--- config.mk ---
export PLATFORM = sky130hd
export DESIGN_NAME = frame_burst_sequencer
export DESIGN_NICKNAME = d
export VERILOG_FILES = /design/src/rtl/frame_burst_sequencer.sv
export SDC_FILE = /design/constraint.sdc
export NUM_CORES = 1
export LEC_CHECK = 0
export ABC_AREA = 1
export CAP_MARGIN = 10
export CORE_MARGIN = 2
export CORE_UTILIZATION = 50
export DETAILED_ROUTE_END_ITERATION = 8
export PLACE_DENSITY_LB_ADDON = 0.2
export SYNTH_ARGS = -nofsm -noshare
export SYNTH_HDL_FRONTEND = slang
export SYNTH_SLANG_ARGS = --single-unit
--- constraint.sdc ---
create_clock -name clock -period 3 [get_ports clock]
set_input_delay 0.6 -clock clock [delete_from_list [all_inputs] [get_ports clock]]
set_output_delay 0.6 -clock clock [all_outputs]
set_load 0.05 [all_outputs]
--- src/rtl/frame_burst_sequencer.sv ---
// frame_burst_sequencer
//   Walks one video frame as lines x (full bursts + optional tail burst), hands
//   each burst to the AXI burst master through a req/ack/fin handshake and emits
//   one step pulse per finished burst for the frame address generator.
// Ports
//   clock, rst_n        system clock, asynchronous active-low reset
//   frame_start         start pulse, accepted only while idle
//   line_bursts         full bursts per line           (captured at start)
//   tail_beats          tail beats per line, 0 = none   (captured at start)
//   frame_lines         lines per frame, 0 means 1      (captured at start)
//   burst_req/len       request and AXI len (beats-1), len valid with req
//   burst_ack/fin       master accept / burst finished
//   new_base            load base address pulse
//   burst_done          advance one full burst pulse
//   tail_done           jump to next line start pulse
//   busy, frame_done    frame in progress / end-of-frame pulse
module frame_burst_sequencer #(
  parameter int unsigned BURST_LEN  = 64,
  parameter int unsigned BSIZE      = 16,
  parameter int unsigned TSIZE      = 8,
  parameter int unsigned LSIZE      = 16,
  parameter int unsigned SETTLE_CYC = 3
) (
  input  logic             clock,
  input  logic             rst_n,
  input  logic             frame_start,
  input  logic [BSIZE-1:0] line_bursts,
  input  logic [TSIZE-1:0] tail_beats,
  input  logic [LSIZE-1:0] frame_lines,
  output logic             burst_req,
  output logic [7:0]       burst_len,
  input  logic             burst_ack,
  input  logic             burst_fin,
  output logic             new_base,
  output logic             burst_done,
  output logic             tail_done,
  output logic             busy,
  output logic             frame_done
);

  localparam int unsigned SW = (SETTLE_CYC > 1) ? $clog2(SETTLE_CYC) : 1;

  typedef enum logic [2:0] {
    S_IDLE,
    S_BASE,
    S_SETTLE,
    S_REQ,
    S_WAIT_FIN,
    S_STEP,
    S_DONE
  } state_e;

  state_e           state_q, state_d;
  logic [BSIZE-1:0] lb_q, lb_d;
  logic [TSIZE-1:0] tb_q, tb_d;
  logic [LSIZE-1:0] fl_q, fl_d;
  logic [BSIZE-1:0] b_cnt_q, b_cnt_d;
  logic [LSIZE-1:0] line_cnt_q, line_cnt_d;
  logic [SW-1:0]    settle_q, settle_d;

  logic             is_tail;
  logic             last_item;
  logic             work_left;
  logic [BSIZE:0]   b_next;
  logic [TSIZE-1:0] tail_m1;

  // b_cnt never exceeds lb: reaching lb means the current item is the tail.
  // The +1 compare is done one bit wider so a full-scale lb cannot wrap.
  assign is_tail   = (b_cnt_q == lb_q);
  assign b_next    = {1'b0, b_cnt_q} + {{BSIZE{1'b0}}, 1'b1};
  assign last_item = is_tail || ((tb_q == '0) && (b_next == {1'b0, lb_q}));
  assign work_left = ((lb_q != '0) || (tb_q != '0)) && (line_cnt_q < fl_q);
  assign tail_m1   = tb_q - TSIZE'(1);

  always_ff @(posedge clock or negedge rst_n) begin
    if (!rst_n) begin
      state_q    <= S_IDLE;
      lb_q       <= '0;
      tb_q       <= '0;
      fl_q       <= '0;
      b_cnt_q    <= '0;
      line_cnt_q <= '0;
      settle_q   <= '0;
    end else begin
      state_q    <= state_d;
      lb_q       <= lb_d;
      tb_q       <= tb_d;
      fl_q       <= fl_d;
      b_cnt_q    <= b_cnt_d;
      line_cnt_q <= line_cnt_d;
      settle_q   <= settle_d;
    end
  end

  always_comb begin
    state_d    = state_q;
    lb_d       = lb_q;
    tb_d       = tb_q;
    fl_d       = fl_q;
    b_cnt_d    = b_cnt_q;
    line_cnt_d = line_cnt_q;
    settle_d   = settle_q;
    burst_req  = 1'b0;
    burst_len  = '0;
    new_base   = 1'b0;
    burst_done = 1'b0;
    tail_done  = 1'b0;
    busy       = 1'b0;
    frame_done = 1'b0;

    unique case (state_q)
      S_IDLE: begin
        if (frame_start) begin
          lb_d    = line_bursts;
          tb_d    = tail_beats;
          fl_d    = (frame_lines == '0) ? LSIZE'(1) : frame_lines;
          state_d = S_BASE;
        end
      end
      S_BASE: begin
        busy       = 1'b1;
        new_base   = 1'b1;
        line_cnt_d = '0;
        b_cnt_d    = '0;
        settle_d   = '0;
        state_d    = S_SETTLE;
      end
      S_SETTLE: begin
        busy = 1'b1;
        if (settle_q == SW'(SETTLE_CYC - 1)) begin
          settle_d = '0;
          state_d  = work_left ? S_REQ : S_DONE;
        end else begin
          settle_d = settle_q + SW'(1);
        end
      end
      S_REQ: begin
        busy      = 1'b1;
        burst_req = 1'b1;
        burst_len = is_tail ? 8'(tail_m1) : 8'(BURST_LEN - 1);
        // A fin coinciding with the ack completes the burst straight away.
        if (burst_ack) state_d = burst_fin ? S_STEP : S_WAIT_FIN;
      end
      S_WAIT_FIN: begin
        busy = 1'b1;
        if (burst_fin) state_d = S_STEP;
      end
      S_STEP: begin
        busy     = 1'b1;
        settle_d = '0;
        if (last_item) begin
          tail_done  = 1'b1;
          b_cnt_d    = '0;
          line_cnt_d = line_cnt_q + LSIZE'(1);
        end else begin
          burst_done = 1'b1;
          b_cnt_d    = b_cnt_q + BSIZE'(1);
        end
        state_d = S_SETTLE;
      end
      S_DONE: begin
        frame_done = 1'b1;
        state_d    = S_IDLE;
      end
      default: state_d = S_IDLE;
    endcase
  end

endmodule

==> results of run 1 <==
==> Yosys cell counts (2+ instances only) <==
cell type,instances,area [µm²]
a211oi_1,2,15.0
a21oi_1,12,60.1
buf_2,3,15.0
buf_6,2,22.5
clkbuf_1,12,45.0
dfrtp_1,77,1930
ha_1,19,238
inv_1,91,342
nand2_1,179,672
nand2_2,3,18.8
nand2_4,3,33.8
nand3_1,42,210
nand3_2,13,130
nand3b_1,4,30.0
nand4_1,22,138
nor2_1,40,150
nor2_2,3,18.8
nor2_4,6,67.6
nor3_1,11,55.1
nor4_1,8,50.1
o21ai_0,55,275
o22ai_1,5,31.3
o31ai_1,2,15.0
xnor2_1,16,140
xor2_1,21,184
==> worst paths after layout <==
path                                          from                         to  slack, ps  cells past startpoint
max in group asynchronous                    rst_n     b_cnt_q[0]$_DFFE_PN0N_       1920                      1
min                                          rst_n       lb_q[11]$_DFFE_PN0P_        390                      1
max                         b_cnt_q[0]$_DFFE_PN0N_                 burst_done         90                     14
min in group clock         settle_q[1]$_DFFE_PN0P_    settle_q[1]$_DFFE_PN0P_        490                      1
max reg2reg                 b_cnt_q[0]$_DFFE_PN0N_  line_cnt_q[2]$_DFFE_PN0P_        770                     15
min reg2reg                settle_q[1]$_DFFE_PN0P_    settle_q[1]$_DFFE_PN0P_        490                      1
==> critical path: stages, from the launching register on <==
cell and delay (ps):
dfrtp_2 410, ha_4 180, nand2_4 70, nor2_4 200
nand3_1 160, nand2_1 80, nand2_1 50, inv_1 60
nor2_1 40, nand2_1 90, nor2_2 60, nand3_2 100
nand2_4 80, nor2_2 200, buf_12 170
==> per-layer routing <==
| metal | up-vias | global-route usage | wire (µm) |
|---|---|---|---|
| met4 | 0 | 0.108 | 403 |
| met2 | 146 | 0.411 | 6050 |
| met5 | - | 0 | 0 |
| li1 | 2258 | - | - |
| met1 | 2139 | 0.324 | 5480 |
| met3 | 36 | 0.0457 | 630 |
==> flip-flops by register name, indices dropped and copies added (netlist names) <==
register,cells
tb_q,8
settle_q,2
line_cnt_q,16
lb_q,16
fl_q,16
b_cnt_q,16
state_q,3
==> power breakdown <==
group          switching (W)  internal, W  total [W]
clock               0.000396     0.000452   0.000848
sequential          0.000209      0.00134    0.00154
combinational        0.00126     0.000691    0.00195
==> cells by family (layout without fill, tap and decap cells) <==
kind of cell | count (synthesis) | in the layout
adders and majority gates | 19 | 19
xor gates and xnor gates | 37 | 37
AOI/OAI and AO/OA | 80 | 80
DFF | 77 | 77
and+or+nand+nor | 336 | 336
buffers and inverters | 110 | 181
==> per-stage QoR <==
stage          hold WS (ps)  cell area (µm²)  instances
5_1_grt                 471             6030        863
4_1_cts                 445             5960        861
2_1_floorplan           304             4950        659
3_5_place_dp            489             5720        843
3_3_place_gp            469             5720        843
6_report                385             6030        863
==> area by class of cell <==
class | count | area (µm²) | area share
timing repair buffer | 72 | 718 | 0.119
clock buffer | 13 | 169 | 0.0280
multi-input combinational | 472 | 2650 | 0.439
clock inverter | 3 | 42.5 | 0.00706
sequential | 77 | 1930 | 0.321
inverter | 93 | 352 | 0.0583
tap | 133 | 166 | 0.0276
==> timing repair <==
action                     in CTS  in global routing
setup endpoints to repair       2                 10
resized for setup               5                 18
buffers inserted                2                  2
gates cloned                    0                  0
pin swaps                       2                  7
==> run_results.csv, run 1 <==
group,metric,value,unit
clock_tree,clockBufferDepth,2,
clock_tree,clkTransAtPathRegs,80,ps
drt,drtPass1Iterations,5,
critical_path,crit_required,2400,ps
final_layout,area_growth_syn_to_layout,22.3,%
drt,antenna_left,0,
pwr,power.density,721,nW/µm²
final_layout,layout-drive-gt1-share,0.126,
yosys,synth_top_family_by_area,"simple AND/OR/NAND/NOR gates",
clock_tree,root_buffer,"clkbuf_8",
sta,period_share,0.969,
global_routing,grt_max_degree,78,
yosys,synth_mux_area_frac,0,
yosys,syn_area,4930,µm²
clock_tree,hold_buffers,0,
yosys,synth_cell_types,33,
critical_path,critPathLaunchType,"flip-flop",
pwr,ir_drop,0.372,mV
yosys,synth_nets,723,
final_layout,final_common_cell,"nand2_1",
sta,grt_setup_unrepaired,"yes",
min_path,hp-class,"in -> async",
floorplan,die_h,103,µm
final_layout,final_util,0.622,
sta,max_freq,344,MHz
drt,drtIter0Drc,193,
pwr,power,0.00434,W
yosys,synth_compound_area_frac,0.0858,
sta,drv_slew,0,
clock_tree,insertion_delay,360,ps
floorplan,die_x,103,µm
clock_tree,cts.sinks,77,
drt,drc,0,
drt,vias_per_cell,5.31,
clock_tree,cts_made_buffers,9,
final_layout,layout_common_cells,"179 x nand2_1, 88 x inv_1, 71 x dfrtp_1",
sta,relSlewSlack,0.340,
global_routing,antenna_found_initial,0,
pwr,leakage,2.90,nW
sta,finalHoldViolations,0,
yosys,yosysSeqAreaShare,0.391,
yosys,synthAdderAreaFrac,0.0482,
critical_path,critical_path_class,"reg -> out",
drt,vias,4579,
final_layout,antennaDiodeCount,0,
sta,skew,13.5,ps
yosys,synth_async_sr_flop_share,1.00,
drt,drt_wl_total,12600,µm
sta,worstMarginPinSlew,990,ps
global_routing,overflow,0,
sta,setup_viol,0,
critical_path,crit_arrival,2310,ps
sta,setup_slack,93.5,ps
placement,dp_hpwl,9210,µm
sta,min_period,2910,ps
floorplan,std_cell_rows,36,
global_routing,gr-usage-all-layers,0.250,
clock_tree,cts_tree,"done",
yosys,synth-edff-count,0,
clock_tree,h-tree-depth,3,
yosys,synthFlopType,"dfrtp_1",
final_layout,finish.net_count,789,
placement,port_buffers,58,
placement,gp_congestion,0.935,
floorplan,io_pins,59,
yosys,yosys_warnings,0,
floorplan,start_util,0.509,
global_routing,grt_pass1_wl,20500,µm
critical_path,crit_fanout,6,
floorplan,die_area,10700,µm²
yosys,syn-mean-instance-area,7.48,µm²
run,cap_viol_max_count,0,
run_status,status,"completed",
yosys,synth_seq_cells,77,
global_routing,grt_pass1_vias,4350,
floorplan,coreArea,9680,µm²
drt,wl_per_cell,14.6,µm
yosys,synthXorXnorAreaFrac,0.0657,
yosys,syn_inst,659,
placement,dp_slack,220,ps
yosys,synth-simple-area-share,0.322,
final_layout,fillCellCount,858,
sta,setup-tns-final,0,ps
critical_path,end_kind,"primary output",
No activity file was read; power rests on OpenSTA's default activity.
==> run 2, diff against run 1 <==
Settings changed: SLEW_MARGIN set to 0.
==> results of run 2 <==
No change in the layout: final DEF, timing and power equal those of run 1.
==> run 3, diff against run 2 <==
Settings changed: CTS_BUF_LIST set to sky130_fd_sc_hd__clkbuf_8.
==> run 3 against run 2 <==
  * Register-to-register slack hardly changed
  * Critical path depth stayed put
  * Die area stayed put
  * Clock power hardly changed
  * Global-route usage stayed put
  * Critical path type unchanged
  * Maximum frequency hardly changed
  * Non-clock buffer count stayed put
  * Critical endpoint unchanged
  * Setup slack hardly changed
==> run_results.csv, run 3 (same netlist as run 1, synthesis figures left out) <==
group,metric,value,unit
critical_path,r2r_slack,770,ps
critical_path,critical_path_class,"reg -> out",
critical_path,r2r-start,"b_cnt_q[0]$_DFFE_PN0N_",
drt,vias_per_cell,5.31,
final_layout,multi_input_area,2650,µm²
floorplan,io_pins,59,
placement,gp_congestion,0.935,
final_layout,final_common_cell,"nand2_1",
clock_tree,clkTransAtPathRegs,80,ps
final_layout,regArea,1930,µm²
critical_path,worstSetupEndpoint,"burst_done",
sta,max_freq,344,MHz
clock_tree,cts.sinks,77,
floorplan,die_h,103,µm
sta,finalHoldViolations,0,
critical_path,crit_arrival,2310,ps
sta,setup_viol,0,
drt,antenna_left,0,
pwr,internal_power,0.00248,W
critical_path,crit_required,2400,ps
pwr,switchingPower,0.00186,W
global_routing,overflow,0,
pwr,leakage,2.90,nW
placement,placed_cells,843,
clock_tree,clockBufferDepth,2,
critical_path,critPathLaunchType,"flip-flop",
pwr,seq_power_share,0.356,
global_routing,grt_max_degree,78,
drt,drtIter0Drc,193,
min_path,hp-class,"in -> async",
floorplan,die_area,10700,µm²
drt,wl_per_cell,14.6,µm
clock_tree,cts_tree,"done",
pwr,power.density,720,nW/µm²
critical_path,end_kind,"primary output",
pwr,power,0.00434,W
critical_path,r2r_end,"line_cnt_q[2]$_DFFE_PN0P_",
floorplan,coreArea,9680,µm²
placement,port_buffers,58,
pwr,ir_drop,0.372,mV
global_routing,gr-usage-all-layers,0.250,
drt,drt_wl_total,12600,µm
floorplan,start_util,0.509,
clock_tree,h-tree-depth,3,
sta,period_share,0.969,
floorplan,std_cell_rows,36,
final_layout,layout_common_cells,"179 x nand2_1, 89 x inv_1, 71 x dfrtp_1",
placement,dp_hpwl,9210,µm
clock_tree,insertion_delay,360,ps
clock_tree,cts_made_buffers,9,
floorplan,die_x,103,µm
pwr,power_frac_clock,0.195,
critical_path,setup.worst_path.start,"b_cnt_q[0]$_DFFE_PN0N_",
sta,relSlewSlack,0.340,
clock_tree,root_buffer,"clkbuf_8",
final_layout,area_growth_syn_to_layout,22.3,%
drt,drtPass1Iterations,5,
pwr,sw_frac_of_total,0.430,
critical_path,ff2ff_path_depth,15,
final_layout,layoutNonFillerInstCount,863,
pwr,combPwrFrac,0.449,
run,cap_viol_max_count,0,
drt,drc,0,
global_routing,antenna_found_initial,0,
sta,drv_slew,0,
final_layout,layout-drive-gt1-share,0.126,
final_layout,fillCellCount,858,
drt,vias,4580,
global_routing,grt_pass1_wl,20500,µm
final_layout,finish.net_count,789,
final_layout,antennaDiodeCount,0,
sta,min_period,2910,ps
sta,worstMarginPinSlew,990,ps
sta,skew,13.8,ps
sta,grt_setup_unrepaired,"yes",
run_status,status,"completed",
critical_path,crit_fanout,6,
clock_tree,hold_buffers,0,
global_routing,grt_pass1_vias,4350,
run 3: worst min-delay path by stage:
stage / to / slack (ps) / cells past startpoint
after detailed placement: settle_q[1]$_DFFE_PN0P_ / 490 / 1
after CTS: b_cnt_q[11]$_DFFE_PN0N_ / 450 / 1
after global routing: b_cnt_q[10]$_DFFE_PN0N_ / 470 / 1
after floorplan: b_cnt_q[0]$_DFFE_PN0N_ / 300 / 0
after global placement: settle_q[1]$_DFFE_PN0P_ / 470 / 1
final: lb_q[11]$_DFFE_PN0P_ / 390 / 1
run 3: routing by layer:
metal / wire (µm) / GRT usage / vias up
met5: 0 / 0 / -
met4: 403 / 0.108 / 0
met3: 630 / 0.0457 / 36
met2: 6050 / 0.411 / 146
met1: 5480 / 0.324 / 2140
li1: - / - / 2258
run 3: repair_timing:
item                       CTS  global route
buffers inserted             2             2
setup endpoints to repair    2            10
resized for setup            5            18
pin swaps                    2             7
run 3: area by class of cell:
class	instances	share of cell area
tap	133	0.0276
clock inverter	4	0.00768
timing repair buffer	72	0.119
sequential	77	0.321
multi-input combinational	472	0.439
inverter	93	0.0583
clock buffer	12	0.0274
run 3: power groups by stage:
stage | combinational (W) | sequential (W) | clock, W
finish | 0.00195 | 0.00154 | 0.000845
global route | 0.00219 | 0.00158 | 0.000915
CTS | 0.00193 | 0.00154 | 0.000864
detailed placement | 0.00188 | 0.00156 | 0
global placement | 0.00185 | 0.00155 | 0
floorplan | 0.00133 | 0.00150 | 0
run 3: critical path, cell delays in order, from the launching register on:
cell and delay, ps:
dfrtp_2 410, ha_4 180, nand2_4 70, nor2_4 200, nand3_1 160, nand2_1 80
nand2_1 50, inv_1 60, nor2_1 40, nand2_1 90, nor2_2 60, nand3_2 100
nand2_4 80, nor2_2 200, buf_12 170
run 3: stage by stage:
stage / TNS [ps] / util / setup WS [ps] / hold slack [ps] / area, µm²
2_1_floorplan: 0 / - / 97.7 / 304 / 4950
3_3_place_gp: 0 / 0.590 / 248 / 469 / 5720
3_5_place_dp: 0 / 0.590 / 220 / 489 / 5720
4_1_cts: 0 / 0.616 / 9.48 / 445 / 5960
5_1_grt: -108 / 0.622 / -62.4 / 471 / 6030
6_report: 0 / 0.622 / 93.5 / 385 / 6030
